## config.mk

```make
export PLATFORM = sky130hd
export DESIGN_NAME = ahbl_to_apb_bridge
export DESIGN_NICKNAME = d
export VERILOG_FILES = /design/src/rtl/ahbl_to_apb_bridge.sv
export SDC_FILE = /design/constraint.sdc
export NUM_CORES = 1
export LEC_CHECK = 0
export BUFFER_PORTS_ARGS = -buffer_cell sky130_fd_sc_hd__buf_2
export CAP_MARGIN = 20
export CORE_AREA = 2 2 101 103
export DETAILED_ROUTE_END_ITERATION = 10
export DIE_AREA = 0 0 103 105
export PLACE_DENSITY = 0.68
export SYNTH_ARGS = -nofsm -noshare
export SYNTH_HDL_FRONTEND = slang
export SYNTH_SLANG_ARGS = --single-unit
```

## constraint.sdc

```tcl
create_clock -name clk -period 1.5 [get_ports clk]
set_input_delay 0.15 -clock clk [delete_from_list [all_inputs] [get_ports clk]]
set_output_delay 0.15 -clock clk [all_outputs]
set_load 0.03 [all_outputs]
```

## src/rtl/ahbl_to_apb_bridge.sv

```systemverilog
// rtl/ahbl_to_apb_bridge.sv - AHB-Lite slave to APB master bridge, one APB SETUP/ACCESS per AHB transfer.
// Optional macro APB_BRIDGE_SLVERR_EN: pslverr produces the two-cycle AHB ERROR response.
module ahbl_to_apb_bridge #(
  parameter int W_HADDR = 32,
  parameter int W_PADDR = 16,
  parameter int W_DATA  = 32
) (
  input  logic               clk,
  input  logic               rst_n_sync,
  input  logic               ahbls_hready,
  output logic               ahbls_hready_resp,
  output logic               ahbls_hresp,
  input  logic [W_HADDR-1:0] ahbls_haddr,
  input  logic               ahbls_hwrite,
  input  logic [1:0]         ahbls_htrans,
  input  logic [2:0]         ahbls_hsize,
  input  logic [W_DATA-1:0]  ahbls_hwdata,
  output logic [W_DATA-1:0]  ahbls_hrdata,
  output logic [W_PADDR-1:0] apbm_paddr,
  output logic               apbm_psel,
  output logic               apbm_penable,
  output logic               apbm_pwrite,
  output logic [W_DATA-1:0]  apbm_pwdata,
  input  logic [W_DATA-1:0]  apbm_prdata,
  input  logic               apbm_pready,
  input  logic               apbm_pslverr
);

  typedef enum logic [2:0] {
    S_IDLE, S_WDATA, S_SETUP, S_ACCESS, S_RESP, S_ERR1, S_ERR2
  } state_t;

  state_t state_q, state_d;

  logic               psel_q, penable_q, pwrite_q, hready_resp_q, hresp_q;
  logic [W_PADDR-1:0] paddr_q;
  logic [W_DATA-1:0]  pwdata_q, hrdata_q;
  logic               can_accept, take, slverr;
  logic               unused_inputs;

  assign unused_inputs = ^{ahbls_hsize, ahbls_haddr[W_HADDR-1:W_PADDR], ahbls_htrans[0], apbm_pslverr};

`ifdef APB_BRIDGE_SLVERR_EN
  assign slverr = apbm_pslverr;
`else
  assign slverr = 1'b0;
`endif

  // Only the slots where this slave drives hready_resp high can start a new transfer.
  assign can_accept = (state_q == S_IDLE) || (state_q == S_RESP) || (state_q == S_ERR2);
  assign take       = can_accept && ahbls_hready && ahbls_htrans[1];

  always_comb begin
    state_d = state_q;
    case (state_q)
      S_IDLE, S_RESP, S_ERR2: state_d = take ? (ahbls_hwrite ? S_WDATA : S_SETUP) : S_IDLE;
      S_WDATA:                state_d = S_SETUP;
      S_SETUP:                state_d = S_ACCESS;
      S_ACCESS:               if (apbm_pready) state_d = slverr ? S_ERR1 : S_RESP;
      S_ERR1:                 state_d = S_ERR2;
      default:                state_d = S_IDLE;
    endcase
  end

  // Outputs are registered from the next state so they line up with state_q.
  always_ff @(posedge clk or negedge rst_n_sync) begin
    if (!rst_n_sync) begin
      state_q       <= S_IDLE;
      psel_q        <= 1'b0;
      penable_q     <= 1'b0;
      pwrite_q      <= 1'b0;
      hready_resp_q <= 1'b1;
      hresp_q       <= 1'b0;
      paddr_q       <= '0;
      pwdata_q      <= '0;
      hrdata_q      <= '0;
    end else begin
      state_q       <= state_d;
      psel_q        <= (state_d == S_SETUP) || (state_d == S_ACCESS);
      penable_q     <= (state_d == S_ACCESS);
      hready_resp_q <= (state_d == S_IDLE) || (state_d == S_RESP) || (state_d == S_ERR2);
      hresp_q       <= (state_d == S_ERR1) || (state_d == S_ERR2);
      if (take) begin
        paddr_q  <= ahbls_haddr[W_PADDR-1:0];
        pwrite_q <= ahbls_hwrite;
      end
      if (state_q == S_WDATA) pwdata_q <= ahbls_hwdata;
      if ((state_q == S_ACCESS) && apbm_pready && !pwrite_q) hrdata_q <= apbm_prdata;
    end
  end

  assign ahbls_hready_resp = hready_resp_q;
  assign ahbls_hresp       = hresp_q;
  assign ahbls_hrdata      = hrdata_q;
  assign apbm_paddr        = paddr_q;
  assign apbm_psel         = psel_q;
  assign apbm_penable      = penable_q;
  assign apbm_pwrite       = pwrite_q;
  assign apbm_pwdata       = pwdata_q;

endmodule

```

* Word-level counts from Yosys, hierarchy flattened
Cells that the tools add are included.
** Word-level totals
- Logic and storage cells :: 38
- Bits in registers :: 88
- Input port bits :: 107
- Output and inout port bits :: 85
** Cells by class
- Reduce and logical (&&, ||, !) cells :: 14
- Eq/ne operators :: 11
- Muxes and demuxes :: 4
** Operators with widths (number)
- $eq 3x3->1 const B :: 6
- $pmux 3 s5 :: 1
- $eq 3x2->1 const B :: 4
- $logic_not 3->1 :: 2
- $logic_or 1x1->1 :: 6
- $logic_and 1x1->1 :: 4
- $mux 2 :: 2
- $eq 3x1->1 const B :: 1
- $mux 3 :: 1
- $reduce_or 3->1 :: 1
- $logic_not 1->1 :: 1

* Logic depth before layout (Yosys ltp)
- Depth in word-level cells :: 10
- Gate-level depth with buffers :: 5
- Gate-level depth less buffers :: 4

* Least setup slack after synthesis
Ideal clock, no wire load.
- Kind :: reg2reg
- Start point :: register pwrite_q, in the netlist apbm_pwrite
- End point :: register hrdata_q[10], in the netlist ahbls_hrdata[10]
- Setup time :: 0.125 ns
- Cell stages (with the launch flop) :: 5
- Data required time :: 1.375 ns
- Path slack :: -0.087 ns
- Period minus slack after synthesis :: 1.587 ns
- Buffers on the path :: 1
- Arrival time :: 1.462 ns
- Path through :: dfrtp_1 nand4b_1 nor2_1 buf_4 mux2_2
** Between the ends
- Longest elaborated chain between the ends :: 2
** RTL lines
- from (decl) :: RTL line 35 : logic psel_q, penable_q, pwrite_q, hready_resp_q, hresp_q;
- from (signal assigned) :: RTL line 85 : pwrite_q <= ahbls_hwrite;
- $logic_not 1->1 :: RTL line 88 : if ((state_q == S_ACCESS) && apbm_pready && !pwrite_q) hrdata_q <= apbm_prdata;
- $logic_and 1x1->1 :: RTL line 88
- to (signal assigned) :: RTL line 88
- to (decl) :: RTL line 37 : logic [W_DATA-1:0] pwdata_q, hrdata_q;
No other way between the ends.
A chain may end at the register's enable or synchronous reset.

* Worst setup path after layout
- Start point :: register pwrite_q, in the netlist apbm_pwrite
- End point :: register hrdata_q[11], in the netlist ahbls_hrdata[11]
The elaborated chain is that of the path after synthesis.

==> reports/qor.csv <==
metric,value,unit
Final Hold Viols,0,
crit-path cells,nand4b_1 -> nor2_2 -> buf_12 -> mux2_2,
post-DR wirelength/cell,13.0,um
DR vias,2299,
"antenna viol nets, final",0,
Synth Register Bits,88,
Setup CP Type,flip-flop to flip-flop,
"most common cell after layout, fill and taps aside",buf_2,
R2R cell count,4,
Crit Path Max Fanout,32,
ANT cells,0,
largest net degree at the start of global routing,36,
Worst Hold Depth,2,
synthesized instance count,200,
global-route wire length before repair,10800,um
routed wire length,6890,um
VDD IR max,1050,uV
cell taking the most area after synthesis,dfrtp_1,
Starting Density,0.344,
Rows,36,
Max Cap Violations,0,
Worst Clk Skew,0.00512,ns
Initial DRT Pass Iterations,3,
Multi-input gate area,0.00105,mm2
number of global-route vias before repair,2373,
FF+latch area,0.00221,mm2
status,"finished, final reports clean",
Synth Area per Inst,16.6,um2
Unique masters post-synth,21,
Syn Nets,307,
Tcrit/Tclk final,0.952,
CP max stage cell,dfrtp_2,
core box area,0.00964,mm2
worst r2r dst,ahbls_hrdata[11],
DRC Markers,0,
R2R Setup Slk,0.07,ns
P&R area growth vs syn,42.7,%
CP Launch Type,flip-flop,
hpwl dp,5150,um
DR iter-0 viols,21,
Mapped Area,0.00332,mm2
Post-CTS Setup Inserts,0,
Hold Path End,apbm_pwdata[18],
placed inst area,0.00441,mm2
worst path required time,1.73,ns
Setup TNS,0,ns
Critical Path End Type,flip-flop,
worst slew pin tran,0.402,ns
Total Nets Final,498,
Synth top area share,0.656,
fmax,700,MHz
Rel. slew slack,0.732,
most frequent cells in the layout,"buf_2, dfrtp_1, mux2_2, clkbuf_8, dlygate4sd3_1",
pwr/cell area,2510,mW/mm2
Min-Delay Startpoint,ahbls_hwdata[18],
clk buf depth,2,
Die ar.,0.0108,mm2
number of buffers created by CTS,9,
design area,0.00473,mm2
I/O Pins,192,
clock latency on the worst-skew pair,0.35,ns
worst flop-to-flop path startpoint,apbm_pwrite,
Finished Core Util,0.491,
Tmin final,1.43,ns
CTS H-tree lvls,3,
Die Y,105,um
global-route usage over all layers,0.130,
"Largest stage delay, worst path",0.41,ns
CTS tree,done,
sinks on the clock net,88,
WP buf/inv,1,
IO Port Bufs,170,
Yosys warnings,0,
Die W,103,um
"top cells by area, synth","dfrtp_1, mux2_2, buf_4",
endpoints failing setup,0,
Lkg Pwr,2.32,nW
gr ovfl total,0,
initial antenna violation count,0,
fraction of layout cells with a size suffix above 1,0.717,
post-synthesis sequential area ratio,0.664,
unrepaired setup endpoints after global routing,no,
Via density,4.35,
final count of pins violating max slew,0,
"CP delay by family, top",flip-flops,
clock root cell,clkbuf_8,
Fill cells,887,
Clock transition at path regs,0.09,ns
WP data arrival,1.66,ns
hold crit path type,primary input to flip-flop,
routability cong.,0.708,
worst max-delay path by stage:
| stage | endpoint | cells past startpoint | start |
|---|---|---|---|
| final | ahbls_hrdata[11] | 4 | apbm_pwrite |
| after global routing | apbm_psel | 3 | state_q[2] |
| after CTS | ahbls_hrdata[11] | 4 | state_q[0] |
| after detailed placement | ahbls_hrdata[10] | 4 | state_q[0] |
| after global placement | ahbls_hrdata[16] | 4 | apbm_pwrite |
| after floorplan | apbm_pwdata[0] | 4 | state_q[1] |
state kept, by name, summed over array words and instances (netlist names):
register and flops:
apbm_penable 1, ahbls_hready_resp 1, apbm_paddr 16, apbm_pwrite 1, state_q 3, apbm_pwdata 32
ahbls_hresp 1, apbm_psel 1, ahbls_hrdata 32
Yosys cell counts:
cell type and count:
a21o_1 1, a21boi_0 1, nand4b_1 1, nand2_1 4
or4_1 1, dfstp_2 1, buf_2 1, buf_4 6
nand3_1 1, nor2b_2 1, a31oi_1 2, buf_6 1
nor3_4 1, a211oi_1 1, inv_1 2, o21ai_0 1
nor2_1 3, mux2_2 81, dfrtp_1 87, nand2b_1 2
nand3b_1 1
what timing repair did:
item | in CTS | in global routing
setup endpoints to repair | 0 | 27
endpoints found under the hold margin | 32 | 0
gates resized for setup | 0 | 1
hold buffers | 8 | 0
kinds of logic after synthesis:
logic type	Yosys count	share of synthesized area
mux	81	0.275
buf+inv	10	0.0207
simple gates	15	0.0279
compound gates	6	0.0121
flops	88	0.664
worst register-to-register path: cells and delay by family (launching register included):
kind | cells | cell delay [ns]
buffers and inverters | 1 | 0.21
multiplexers | 1 | 0.38
AND/OR/NAND/NOR | 2 | 0.32
flip-flops | 1 | 0.41
layout make-up:
cell class | count | area share
sequential | 88 | 0.466
timing repair buffer | 188 | 0.224
multi-input combinational | 102 | 0.223
tap | 133 | 0.0352
clock buffer | 12 | 0.0349
clock inverter | 4 | 0.0159
inverter | 2 | 0.00159
power breakdown:
group / internal, mW / leakage (nW) / total, mW / switching [mW]
logic: 2.24 / 1.15 / 5.83 / 3.60
clock network: 1.07 / 0.115 / 1.89 / 0.815
registers: 3.59 / 1.05 / 4.15 / 0.568
total: 6.90 / 2.32 / 11.9 / 4.98
metrics by stage:
stage / instances / setup slack [ns] / power [mW] / hold slack [ns]
5_1_grt: 529 / 0.00236 / 12.6 / 0.000113
2_1_floorplan: 200 / 0.000174 / 8.30 / -0.146
3_3_place_gp: 505 / 0.0915 / 9.96 / 0.106
3_5_place_dp: 505 / 0.0592 / 10.1 / 0.112
4_1_cts: 529 / 0.0451 / 12.1 / 0.000513
6_report: 529 / 0.0721 / 11.9 / 0.0274
metal layers:
metal	wire, um	track usage	vias to the layer above
met5	0	0	-
met4	123	0.0705	0
met3	565	0.0401	10
met2	3500	0.223	97
met1	2700	0.140	1109
li1	-	-	1083
(Power assumes the default switching activity.)
